`src/rtl/rv32_lsu_pkg.sv`:
```
// Shared encodings for the RV32 split load/store unit: access sizes,
// fault causes, FSM states and the per-size byte-mask helper.
package rv32_lsu_pkg;

  localparam logic [1:0] SIZE_NONE = 2'b00;
  localparam logic [1:0] SIZE_BYTE = 2'b01;
  localparam logic [1:0] SIZE_HALF = 2'b10;
  localparam logic [1:0] SIZE_WORD = 2'b11;

  typedef enum logic [1:0] {
    CAUSE_NONE     = 2'b00,
    CAUSE_MISALIGN = 2'b01,
    CAUSE_BUS      = 2'b10,
    CAUSE_TIMEOUT  = 2'b11
  } err_cause_e;

  typedef enum logic [1:0] {
    ST_IDLE = 2'b00,
    ST_ACC0 = 2'b01,
    ST_ACC1 = 2'b10,
    ST_RESP = 2'b11
  } state_e;

  function automatic logic [3:0] size_mask(input logic [1:0] size);
    logic [3:0] m;
    case (size)
      SIZE_BYTE: m = 4'h1;
      SIZE_HALF: m = 4'h3;
      SIZE_WORD: m = 4'hF;
      default:   m = 4'h0;
    endcase
    return m;
  endfunction

endpackage

```
`src/rtl/rv32_mod_lsu_align.sv`:
```
// Combinational lane logic: shifts store data into two bus beats and
// merges/extends the two read beats into a right-aligned load result.
module rv32_mod_lsu_align
  import rv32_lsu_pkg::*;
(
  input  logic [1:0]  off_i,
  input  logic [1:0]  size_i,
  input  logic        sgn_i,
  input  logic [31:0] wdata_i,
  input  logic [31:0] beat0_i,
  input  logic [31:0] beat1_i,
  output logic [31:0] st_lo_o,
  output logic [31:0] st_hi_o,
  output logic [31:0] ld_data_o
);

  logic [63:0] st_wide_s;
  logic [63:0] ld_wide_s;

  // The 64-bit window spans both beats; a shift of 8*off lines the lanes up.
  always_comb begin
    st_wide_s = {32'h0000_0000, wdata_i} << {off_i, 3'b000};
    ld_wide_s = {beat1_i, beat0_i} >> {off_i, 3'b000};
    st_lo_o   = st_wide_s[31:0];
    st_hi_o   = st_wide_s[63:32];
    case (size_i)
      SIZE_BYTE: ld_data_o = {{24{sgn_i & ld_wide_s[7]}}, ld_wide_s[7:0]};
      SIZE_HALF: ld_data_o = {{16{sgn_i & ld_wide_s[15]}}, ld_wide_s[15:0]};
      default:   ld_data_o = ld_wide_s[31:0];
    endcase
  end

endmodule

```
`src/rtl/rv32_mod_load_store_unit_split.sv`:
```
// RV32 load/store unit: registers a hart request, runs one or two aligned
// bus beats with a held req/ack handshake, and reports faults with a cause.
module rv32_mod_load_store_unit_split
  import rv32_lsu_pkg::*;
#(
  parameter int ADDR_W        = 32,
  parameter int MISALIGNED_EN = 1,
  parameter int TIMEOUT       = 255
) (
  input  logic              clk,
  input  logic              reset,
  input  logic [3:0]        req_type,
  input  logic              wr,
  input  logic [ADDR_W-1:0] address,
  input  logic [31:0]       data_i,
  output logic [31:0]       data_o,
  output logic              valid,
  output logic              err,
  output logic [1:0]        err_cause,
  output logic              stall,
  output logic              data_req,
  output logic              data_wr,
  input  logic              data_ack,
  input  logic              data_err,
  output logic [3:0]        data_be,
  output logic [ADDR_W-1:0] data_addr,
  output logic [31:0]       data_data_o,
  input  logic [31:0]       data_data_i
);

  localparam int CNT_W = (TIMEOUT > 1) ? $clog2(TIMEOUT) : 1;
  localparam logic [CNT_W-1:0] CNT_LAST = CNT_W'((TIMEOUT > 0) ? (TIMEOUT - 1) : 0);

  state_e            state_q, state_d;
  logic [1:0]        off_q, off_d, size_q, size_d;
  logic              sgn_q, sgn_d, wr_q, wr_d;
  logic [7:0]        mask_q, mask_d;
  logic [31:0]       beat0_q, beat0_d, data_o_q, data_o_d;
  logic [CNT_W-1:0]  cnt_q, cnt_d;
  logic              valid_q, valid_d, err_q, err_d;
  err_cause_e        cause_q, cause_d;
  logic              req_q, req_d, bwr_q, bwr_d;
  logic [3:0]        be_q, be_d;
  logic [ADDR_W-1:0] baddr_q, baddr_d;
  logic [31:0]       bdata_q, bdata_d;

  logic [7:0]  mask_in_s;
  logic [1:0]  off_s, size_s;
  logic [31:0] beat0_s, st_lo_s, st_hi_s, ld_data_s;
  logic        split_s, timeout_s, unused_s;

  assign unused_s  = req_type[2];
  assign mask_in_s = {4'h0, size_mask(req_type[1:0])} << address[1:0];
  assign off_s     = (state_q == ST_IDLE) ? address[1:0] : off_q;
  assign size_s    = (state_q == ST_IDLE) ? req_type[1:0] : size_q;
  assign beat0_s   = (state_q == ST_ACC1) ? beat0_q : data_data_i;
  assign split_s   = (mask_q[7:4] != 4'h0);
  assign timeout_s = (TIMEOUT != 0) && (cnt_q == CNT_LAST);
  assign stall     = (req_type[1:0] != SIZE_NONE) && (state_q != ST_RESP);

  rv32_mod_lsu_align u_align (
    .off_i     (off_s),
    .size_i    (size_s),
    .sgn_i     (sgn_q),
    .wdata_i   (data_i),
    .beat0_i   (beat0_s),
    .beat1_i   (data_data_i),
    .st_lo_o   (st_lo_s),
    .st_hi_o   (st_hi_s),
    .ld_data_o (ld_data_s)
  );

  // Next-state and registered-output logic for the access FSM.
  always_comb begin
    state_d  = state_q;  off_d   = off_q;   size_d = size_q;  sgn_d = sgn_q;
    wr_d     = wr_q;     mask_d  = mask_q;  beat0_d = beat0_q;
    data_o_d = data_o_q; cnt_d   = cnt_q;   valid_d = 1'b0;   err_d = 1'b0;
    cause_d  = cause_q;  req_d   = req_q;   bwr_d  = bwr_q;   be_d  = be_q;
    baddr_d  = baddr_q;  bdata_d = bdata_q;
    case (state_q)
      ST_IDLE: begin
        if (req_type[1:0] != SIZE_NONE) begin
          off_d  = address[1:0];
          size_d = req_type[1:0];
          sgn_d  = req_type[3];
          wr_d   = wr;
          mask_d = mask_in_s;
          if ((mask_in_s[7:4] != 4'h0) && (MISALIGNED_EN == 0)) begin
            state_d = ST_RESP;
            err_d   = 1'b1;
            cause_d = CAUSE_MISALIGN;
          end else begin
            state_d = ST_ACC0;
            req_d   = 1'b1;
            bwr_d   = wr;
            be_d    = mask_in_s[3:0];
            baddr_d = {address[ADDR_W-1:2], 2'b00};
            bdata_d = st_lo_s;
            cnt_d   = '0;
          end
        end else begin
          state_d = ST_IDLE;
        end
      end
      ST_ACC0, ST_ACC1: begin
        if (data_err) begin
          state_d = ST_RESP;
          req_d   = 1'b0;
          err_d   = 1'b1;
          cause_d = CAUSE_BUS;
        end else if (data_ack && split_s && (state_q == ST_ACC0)) begin
          // Low beat done: keep data_req high and move to the next word.
          state_d = ST_ACC1;
          beat0_d = data_data_i;
          be_d    = mask_q[7:4];
          baddr_d = baddr_q + ADDR_W'(32'd4);
          bdata_d = st_hi_s;
          cnt_d   = '0;
        end else if (data_ack) begin
          state_d = ST_RESP;
          req_d   = 1'b0;
          valid_d = 1'b1;
          data_o_d = wr_q ? data_o_q : ld_data_s;
        end else if (timeout_s) begin
          state_d = ST_RESP;
          req_d   = 1'b0;
          err_d   = 1'b1;
          cause_d = CAUSE_TIMEOUT;
        end else begin
          cnt_d = cnt_q + CNT_W'(1);
        end
      end
      ST_RESP: state_d = ST_IDLE;
      default: state_d = ST_IDLE;
    endcase
  end

  // State and output registers; reset abandons any access in flight.
  always_ff @(posedge clk or negedge reset) begin
    if (!reset) begin
      state_q  <= ST_IDLE;  off_q   <= 2'b00;  size_q  <= 2'b00;  sgn_q <= 1'b0;
      wr_q     <= 1'b0;     mask_q  <= 8'h00;  beat0_q <= 32'h0;  data_o_q <= 32'h0;
      cnt_q    <= '0;       valid_q <= 1'b0;   err_q   <= 1'b0;   cause_q <= CAUSE_NONE;
      req_q    <= 1'b0;     bwr_q   <= 1'b0;   be_q    <= 4'h0;
      baddr_q  <= '0;       bdata_q <= 32'h0;
    end else begin
      state_q  <= state_d;  off_q   <= off_d;  size_q  <= size_d;  sgn_q <= sgn_d;
      wr_q     <= wr_d;     mask_q  <= mask_d; beat0_q <= beat0_d; data_o_q <= data_o_d;
      cnt_q    <= cnt_d;    valid_q <= valid_d; err_q  <= err_d;   cause_q <= cause_d;
      req_q    <= req_d;    bwr_q   <= bwr_d;  be_q    <= be_d;
      baddr_q  <= baddr_d;  bdata_q <= bdata_d;
    end
  end

  assign data_o      = data_o_q;
  assign valid       = valid_q;
  assign err         = err_q;
  assign err_cause   = cause_q;
  assign data_req    = req_q;
  assign data_wr     = bwr_q;
  assign data_be     = be_q;
  assign data_addr   = baddr_q;
  assign data_data_o = bdata_q;

endmodule

```
`config.mk`:
```
export PLATFORM = sky130hd
export DESIGN_NAME = rv32_mod_load_store_unit_split
export DESIGN_NICKNAME = d
export VERILOG_FILES = /design/src/rtl/rv32_lsu_pkg.sv /design/src/rtl/rv32_mod_lsu_align.sv /design/src/rtl/rv32_mod_load_store_unit_split.sv
export SDC_FILE = /design/constraint.sdc
export NUM_CORES = 1
export LEC_CHECK = 0
export CAP_MARGIN = 40
export CORE_MARGIN = 3
export CORE_UTILIZATION = 58
export CTS_CLUSTER_SIZE = 8
export DETAILED_ROUTE_END_ITERATION = 10
export DONT_BUFFER_PORTS = 1
export HOLD_SLACK_MARGIN = 0.02
export PLACE_DENSITY = 0.76
export SLEW_MARGIN = 10
export SYNTH_ARGS = -nofsm -noshare
export SYNTH_HDL_FRONTEND = slang
export SYNTH_SLANG_ARGS = --single-unit
```
`constraint.sdc`:
```
create_clock -name clk -period 2.7 [get_ports clk]
set_input_delay 0.54 -clock clk [delete_from_list [all_inputs] [get_ports clk]]
set_output_delay 0.54 -clock clk [all_outputs]
set_load 0.02 [all_outputs]
```
==> results, run 1 <==
- The run finished, with violations left.
- The checks that failed: negative hold slack.
- In the global route stage, overall resource usage came out at 28.8%.
- Final hold analysis gives a worst-case slack of -0.198 ns.
- The number of failing setup endpoints in the final timing report is 0.
- The most repeated library cell on the critical path is mux2_2.
- The relative slew slack is 45.2%.
- The post-synthesis async set-or-reset flop share is 100%.
- From bottom edge to top edge, the die measures 131 um.
- The warning count from the yosys run is 0.
- The maximum clock insertion buffer count is 2.
- The full die area is 17100 um^2.
- The worst vdd rail ir drop is 0.694 mV.
- The fraction of final layout cells with drive strength greater than 1 is 15.7%.
- The tree built by TritonCTS fans out to 154 sinks.
- CTS built an H-tree with a depth of 4.
- After detailed routing, the total wire length is 24600 um.
- Sorting the synthesized cells by area gives the leading types as dfrtp_1 43%, mux2i_1 8.4%, mux2_2 5.5%, nand2_1 5.2%, a21oi_1 3.1%.
- The total power consumption of the routed design is 15.4 mW.
- The synthesized design contains 0 enable-type register cells.
- In this design, the stage delay of the slowest critical-path cell is 0.40 ns.
- In the routed design, unresolved DRC markers number 0.
- The leading cell type in the layout, fill and taps excluded is dfrtp_1.
- TritonCTS built the clock tree.
- In the layout the commonest cells are 154 x dfrtp_1, 124 x nand2_1, 73 x mux2i_1.
- The clock reaches the later pin of the worst-skew pair after 0.43 ns.
- The via count of the first global-routing pass was 7452.
- The count of cells in the finished layout, fillers not included, comes to 1104.
- Averaged over all synthesized cells, the footprint is 9.74 um^2.
- The core box area is 14900 um^2.
- The cell count after synthesis is 925.
- The clock skew after layout is 0.00780 ns.
- The critical path startpoint category is a flop.
- The tool flagged a number of max-cap violations equal to 0.
- The slew of the pin with the lowest slew margin is 0.816 ns.
- Data on the critical path is required at its endpoint by 3.01 ns.
- OpenSTA, run right after detailed placement, puts the worst setup slack at 0.0414 ns.
- The critical path goes through inv_1 > buf_4 > ha_1 > mux2_2 > mux2_2 > a32oi_1 > a211oi_4 > buf_12 > a221o_2.
- The count of endpoints failing hold in the final timing report is 154.
- In the final routed layout, each cell accounts on average for 22.3 um.
- The total of flip-flops plus latches after synthesis is 154.
- The first global-routing pass estimated 39000 um of wire.
- The pin count of the biggest net entering global routing is 155.
- On the critical path the largest part of the delay comes from compound AO/OA/AOI/OAI gates.
- The sequential element share of the synthesized area is 42.8%.
- The initial standard-cell utilization of the core is 60.6%.
- The final design utilization is 66.8%.
- The root buffer cell chosen for the clock tree is clkbuf_16.
- Static timing analysis puts the maximum clock frequency at 382 MHz.
- The final-report max-slew violation count came to 0.
- The detailed-router iteration count before antenna repair is 5.
- For this run the aggregate overflow at the end of global routing stands at 0.
- The initial antenna violation count is 0.
- The horizontal die dimension is 131 um.
- Buffers placed on the I/O ports in this run total 0.
- STA classifies the critical path endpoint as a flop.
- The worst hold-check path type is in2async.
- Among all flip-flop cells after synthesis, the most frequent one is dfrtp_1.
- The critical path in this run is classified as reg2reg.
- The count of standard-cell rows is 44.
- The routed layout has 7520 vias.
- The total CTS buffers is 17.
- The placed wire-length estimate after detailed placement is 17100 um.
- The boundary pin count is 212.
- The slowest stage of the critical path is the dfrtp_1 cell.
- 0 antenna diodes ended up in the layout.
- Clock-pin slew was measured on the worst setup and hold paths at 0.06 ns.
- The average via count per standard cell is 6.81.
- The number of placed instances, taps included is 1071.
- The summed negative setup slack over all endpoints is 0 ns.
- The detailed router's first-iteration violation count is 804.
- The worst path needs 2.62 ns of the cycle, external delays included.
- The number of buffers and inverters on the critical path is 3.
- At the end of routability-driven placement, the weighted congestion stood at 0.898.
- From synthesis to final layout, the design area changed by 10.2%.
- The number of nets in the layout is 1022.
- The worst setup margin is 0.0800 ns.
- The portion of the clock cycle consumed by the worst path in the final layout is 97.0%.
- The areal power density over the cells is 1550 nW/um^2.
- The arrival time at the worst endpoint is 2.93 ns.
- dfrtp_1 takes more of the synthesized area than any other cell.
- Once detail routing completed, the nets flagged for antenna violations numbered 0.
- The maximum net fanout on the critical path is 16.
- Yosys mapped the design onto 69 distinct sky130hd cell types.
- The area share of the largest cell type after synthesis is 42.8%.
- The synthesized cell area is 9010 um^2.
- The analysis attributes to cell leakage a power of 4.15 nW.
==> logic make-up after synthesis <==
| logic type | after synthesis | share of synthesized area (%) |
|---|---|---|
| and+or+nand+nor | 274 | 14.3 |
| AOI/OAI and AO/OA | 271 | 21.4 |
| DFF | 154 | 42.8 |
| muxes | 127 | 15.7 |
| buffers and inverters | 87 | 4.25 |
| adders and majority gates | 11 | 1.50 |
| other | 1 | 0.0416 |
==> report_power, final <==
group,internal (mW),switching (mW),leakage [nW]
sequential,3.35,1.80,1.93
combinational,3.31,4.43,1.94
clock,1.49,0.992,0.286
==> cell usage after synthesis (all sizes together) (11+ instances only) <==
cell and count:
a2bb2oi 17, nand2b 11, clkbuf 44, dfrtp 154, buf 31, o22ai 22
mux2 44, nand4 17, nand2 125, mux2i 76, a221o 16, o21ai 56
a21oi 55, nor2 43, inv 12, nand3 33
==> worst register-to-register path: cells and delay by family (launching register included) <==
| kind | cells | cell delay (ns) |
|---|---|---|
| mux | 2 | 0.66 |
| buf+inv | 3 | 0.44 |
| compound gates | 3 | 0.74 |
| flops | 1 | 0.40 |
| fa+ha+maj | 1 | 0.28 |
==> worst paths after layout <==
path	start	to	slack [ns]	depth (start not counted)
hold reg to reg	cnt_q[7]	cnt_q[7]	0.49	1
hold / removal	reset	data_o[27]	-0.20	0
setup reg to reg	state_q[0]	data_o[19]	0.08	9
max in group asynchronous	reset	state_q[0]	2.66	0
min in group clk	req_type[0]	size_q[1]	0.21	1
setup / recovery	state_q[0]	data_o[19]	0.08	9
==> final cells by class <==
| type | instances | area, um^2 |
|---|---|---|
| Multi-Input combinational cell | 685 | 4840 |
| Timing Repair Buffer | 37 | 340 |
| Fill cell | 1163 | 4940 |
| Clock buffer | 19 | 443 |
| Inverter | 12 | 45.0 |
| Sequential cell | 154 | 3850 |
| Clock inverter | 13 | 169 |
| Tap cell | 184 | 230 |
==> flip-flops by register name, summed over array words and instances (netlist names), 2 cells and up <==
| signal | count |
|---|---|
| beat0_q | 32 |
| cnt_q | 8 |
| data_addr | 30 |
| data_be | 4 |
| data_data_o | 32 |
| data_o | 32 |
| err_cause | 2 |
| mask_q | 3 |
| off_q | 2 |
| size_q | 2 |
| state_q | 2 |
==> per-layer routing <==
layer / share of wire [%] / routed length, um / track usage, % / vias to the layer above
li1: - / - / - / 3424
met1: 40 / 9850 / 37.0 / 3655
met2: 47 / 11500 / 44.9 / 388
met3: 11 / 2670 / 9.80 / 53
met4: 2.4 / 588 / 12.0 / 0
met5: 0 / 0 / 0 / -
==> stage by stage <==
step	instance area, um^2	hold WS (ns)
CTS	9890	-0.210
detailed placement	9270	0.248
global placement	9270	0.249
finish	9920	-0.198
global route	9920	-0.219
floorplan	9010	0.244
==> what timing repair did <==
action | 4_1_cts | 5_1_grt
setup buffers | 0 | 1
resized for setup | 0 | 3
endpoints found under the hold margin | 154 | 154
setup endpoints to repair | 0 | 27
Power figures use the tool's default switching activity.
==> inputs of run 2 (changes only) <==
--- a/config.mk
+++ b/config.mk
@@ -11,6 +11,7 @@
 export CTS_CLUSTER_SIZE = 8
 export DETAILED_ROUTE_END_ITERATION = 10
 export DONT_BUFFER_PORTS = 1
+export GPL_TIMING_DRIVEN = 0
 export HOLD_SLACK_MARGIN = 0.02
 export PLACE_DENSITY = 0.76
 export SLEW_MARGIN = 10
==> run 2 against run 1 <==
  * The flow still finishes with violations (negative hold slack)
  * Combinational power grew 11%
  * Fmax decreased by 0.85%
  * Clock power rose by 2%
  * Largest cell class unchanged
==> results, run 2 (same netlist as run 1, synthesis figures left out) <==
- The global-route wire length before repair came to 43500 um (was 39000 um).
- The type of element capturing the critical path is a flop (unchanged).
- The full die area is 17100 um^2 (unchanged).
- The critical register-to-register path startpoint is state_q[1] (was state_q[0]).
- The horizontal die dimension is 131 um (unchanged).
- The switching power as a share of total power was 48.9% (was 47.0%).
- The worst vdd rail ir drop was 0.826 mV (was 0.694 mV).
- The final critical-path required period is 2.64 ns (was 2.62 ns).
- The arrival time at the worst endpoint is 2.95 ns (was 2.93 ns).
- The maximum frequency from static timing analysis is 378 MHz (was 382 MHz).
- The detailed-router iteration count before antenna repair was 8 (was 5).
- The critical path startpoint category was a flop (unchanged).
- The boundary pin count came to 212 (unchanged).
- The maximum net fanout on the critical path came to 10 (was 16).
- Outcome: finished, violations left (unchanged).
- The cell at the root of the clock tree is clkbuf_16 (unchanged).
- The combinational power share is 52.7% (was 50.4%).
- The antenna diode instance count was 0 (unchanged).
- The critical path class was reg2reg (unchanged).
- The relative slew slack is 50.0% (was 45.2%).
- The count of port buffers added during placement is 0 (unchanged).
- The leakage power of the design was 4.25 nW (was 4.15 nW).
- The number of failing setup endpoints in the final timing report came to 0 (unchanged).
- The routed via count was 7970 (was 7520).
- The number of cells on the critical path is 7 (was 9).
- The all-layer global routing usage came to 32.9% (was 28.8%).
- Most frequent cells in the layout: 153 x dfrtp_1, 124 x nand2_1, 70 x mux2i_1 (was 154 x dfrtp_1, 124 x nand2_1, 73 x mux2i_1).
- The clock share of power is 15.6% (was 16.1%).
- The antenna violation net count after detailed routing is 0 (unchanged).
- The final-report max-slew violation count came to 0 (unchanged).
- The core box area is 14900 um^2 (unchanged).
- The portion of the clock cycle consumed by the worst path in the final layout is 97.9% (was 97.0%).
- The data required time at the worst endpoint is 3.01 ns (about the same).
- The count of non-filler cells in the finished layout came to 1154 (was 1104).
- The switching power summed over all nets was 7.94 mW (was 7.23 mW).
- The slew of the pin with the lowest slew margin is 0.744 ns (was 0.816 ns).
- The met2 track demand over resource is 52.0% (was 44.9%).
- The final wirelength is 28200 um (was 24600 um).
- The total global routing overflow is 0 (unchanged).
- The count of endpoints failing hold in the final timing report is 154 (unchanged).
- The number of nets in the layout is 1072 (was 1022).
- The areal power density over the cells came to 1600 nW/um^2 (was 1550 nW/um^2).
- The signed area change from the synthesized netlist to the final layout is 12.8% (was 10.2%).
- The sink count of the clock tree is 154 (unchanged).
- The worst setup margin is 0.0576 ns (was 0.0800 ns).
- The critical-path cell with the highest stage delay was clkbuf_1 (was dfrtp_1).
- The count of standard-cell rows is 44 (unchanged).
- The clock skew after layout was 0.00630 ns (was 0.00780 ns).
- The placed standard-cell area was 9240 um^2 (was 9270 um^2).
- The pin count of the biggest net entering global routing is 155 (unchanged).
- The average via count per standard cell is 6.91 (was 6.81).
- The worst hold-check path type is in2async (unchanged).
- The CTS tree was built (unchanged).
- The average routed wire per standard cell is 24.4 um (was 22.3 um).
- The initial antenna violation count is 1 (was 0).
- The insertion delay of the later-clocked pin in the worst-skew pair came to 0.42 ns (was 0.43 ns).
- The leading cell type in the layout, fill and taps excluded is dfrtp_1 (unchanged).
- The placed wire-length estimate after detailed placement was 19900 um (was 17100 um).
- The fraction of final layout cells with drive strength greater than 1 is 18.4% (was 15.7%).
- The area of all placed cells without fillers came to 10200 um^2 (was 9920 um^2).
- The worst-case setup slack after placement is -0.443 ns (was 0.0414 ns).
- The termination of the worst setup path is data_o[27] (was data_o[19]).
- The vertical die dimension is 131 um (unchanged).
- The count of cells along the worst register-to-register path was 7 (was 9).
- The maximum clock insertion buffer count was 2 (unchanged).
- Violated checks: negative hold slack (unchanged).
- Crit-path cells: inv_1 > ha_4 > mux2_2 > clkbuf_2 > clkbuf_1 > a31oi_1 > a221o_2 (was inv_1 > buf_4 > ha_1 > mux2_2 > mux2_2 > a32oi_1 > a211oi_4 > buf_12 > a221o_2).
- The met1 track utilization from global routing is 44.0% (was 37.0%).
- The beginning of the critical path is state_q[1] (was state_q[0]).
- The H-tree level count is 4 (unchanged).
- The sequential share of power is 31.7% (was 33.5%).
- The via count of the first global-routing pass is 7664 (was 7452).
- The global routing met3 resource utilization is 10.6% (was 9.80%).
- The highest-utilization routing layer at the global route stage is met2 (unchanged).
- The clock input transition at the sequential cells of the worst setup and hold paths came to 0.06 ns (about the same).
- The kind of cell adding the most delay to the critical path is buffers and inverters (was compound AO/OA/AOI/OAI gates).
- The initial standard-cell utilization of the core is 60.6% (unchanged).
- The largest incremental delay on the critical path was 0.53 ns (was 0.40 ns).
- The worst reg2reg path endpoint is data_o[27] (was data_o[19]).
- The total power consumption of the routed design came to 16.2 mW (was 15.4 mW).
- The total CTS buffers was 17 (unchanged).
- The count of unresolved DRC violations after routing is 0 (unchanged).
- The internal reg-to-reg setup slack was 0.06 ns (was 0.08 ns).
- The max-cap check violation count is 0 (unchanged).
- The number of placed instances, taps included is 1110 (was 1071).
- The internal power summed over all cells is 8.31 mW (was 8.14 mW).
- The hold slack came to -0.189 ns (was -0.198 ns).
- The routability congestion estimate is 0.946 (was 0.898).
- The detailed router's first-iteration violation count is 883 (was 804).
- The number of buffers and inverters on the critical path is 3 (unchanged).
-- run 2: cell types whose count changed in the layout (fill, tap and decap cells not counted), moves of 4 or more --
| cell | before | now |
|---|---|---|
| nor2_1 | 42 | 37 |
| buf_12 | 5 | 1 |
| nor2_2 | 1 | 5 |
| clkbuf_1 | 1 | 31 |
| buf_4 | 32 | 19 |
| clkbuf_2 | 0 | 15 |
| buf_2 | 0 | 19 |
-- run 2: metal layers --
layer,up-vias,wire length [um]
li1,3553,-
met2,486,13200
met1,3877,11300
met5,-,7
met4,2,586
met3,52,3190
-- run 2: power by group through the flow --
stage / Sequential (mW) / Clock [mW] / Combinational [mW]
4_1_cts: 5.13 / 2.54 / 8.17
3_3_place_gp: 5.11 / 0 / 7.65
2_1_floorplan: 4.84 / 0 / 5.82
3_5_place_dp: 5.15 / 0 / 7.79
5_1_grt: 5.30 / 2.65 / 9.25
6_report: 5.15 / 2.53 / 8.57
-- run 2: worst min-delay path by stage --
stage / endpoint / startpoint / cells past startpoint / slack [ns]
2_1_floorplan: beat0_q[0] / reset / 0 / 0.24
3_3_place_gp: data_o[3] / reset / 0 / 0.25
3_5_place_dp: data_o[3] / reset / 0 / 0.25
4_1_cts: data_o[3] / reset / 0 / -0.20
5_1_grt: data_o[12] / reset / 0 / -0.20
6_report: data_o[12] / reset / 0 / -0.19
-- run 2: through the flow --
stage | TNS, ns | utilization (%) | hold slack [ns]
finish | 0 | 68.4 | -0.189
global route | -0.111 | 68.4 | -0.203
CTS | -0.00684 | 67.6 | -0.198
detailed placement | -30.76 | 62.2 | 0.249
global placement | -25.55 | 62.2 | 0.248
floorplan | 0 | - | 0.244
-- run 2: layout make-up --
| class | instances | area [um^2] |
|---|---|---|
| timing repair buffer | 14 | 105 |
| buffer | 73 | 374 |
| multi-input combinational | 685 | 4930 |
| sequential | 154 | 3850 |
| inverter | 12 | 45.0 |
| clock inverter | 10 | 140 |
| clock buffer | 22 | 484 |
| tap | 184 | 230 |
| fill | 1171 | 4700 |
-- run 2: what timing repair did --
action,CTS,global route
buffers inserted,10,4
endpoints found under the hold margin,154,154
pin swaps,3,2
setup endpoints to repair,127,106
gates resized for setup,32,26
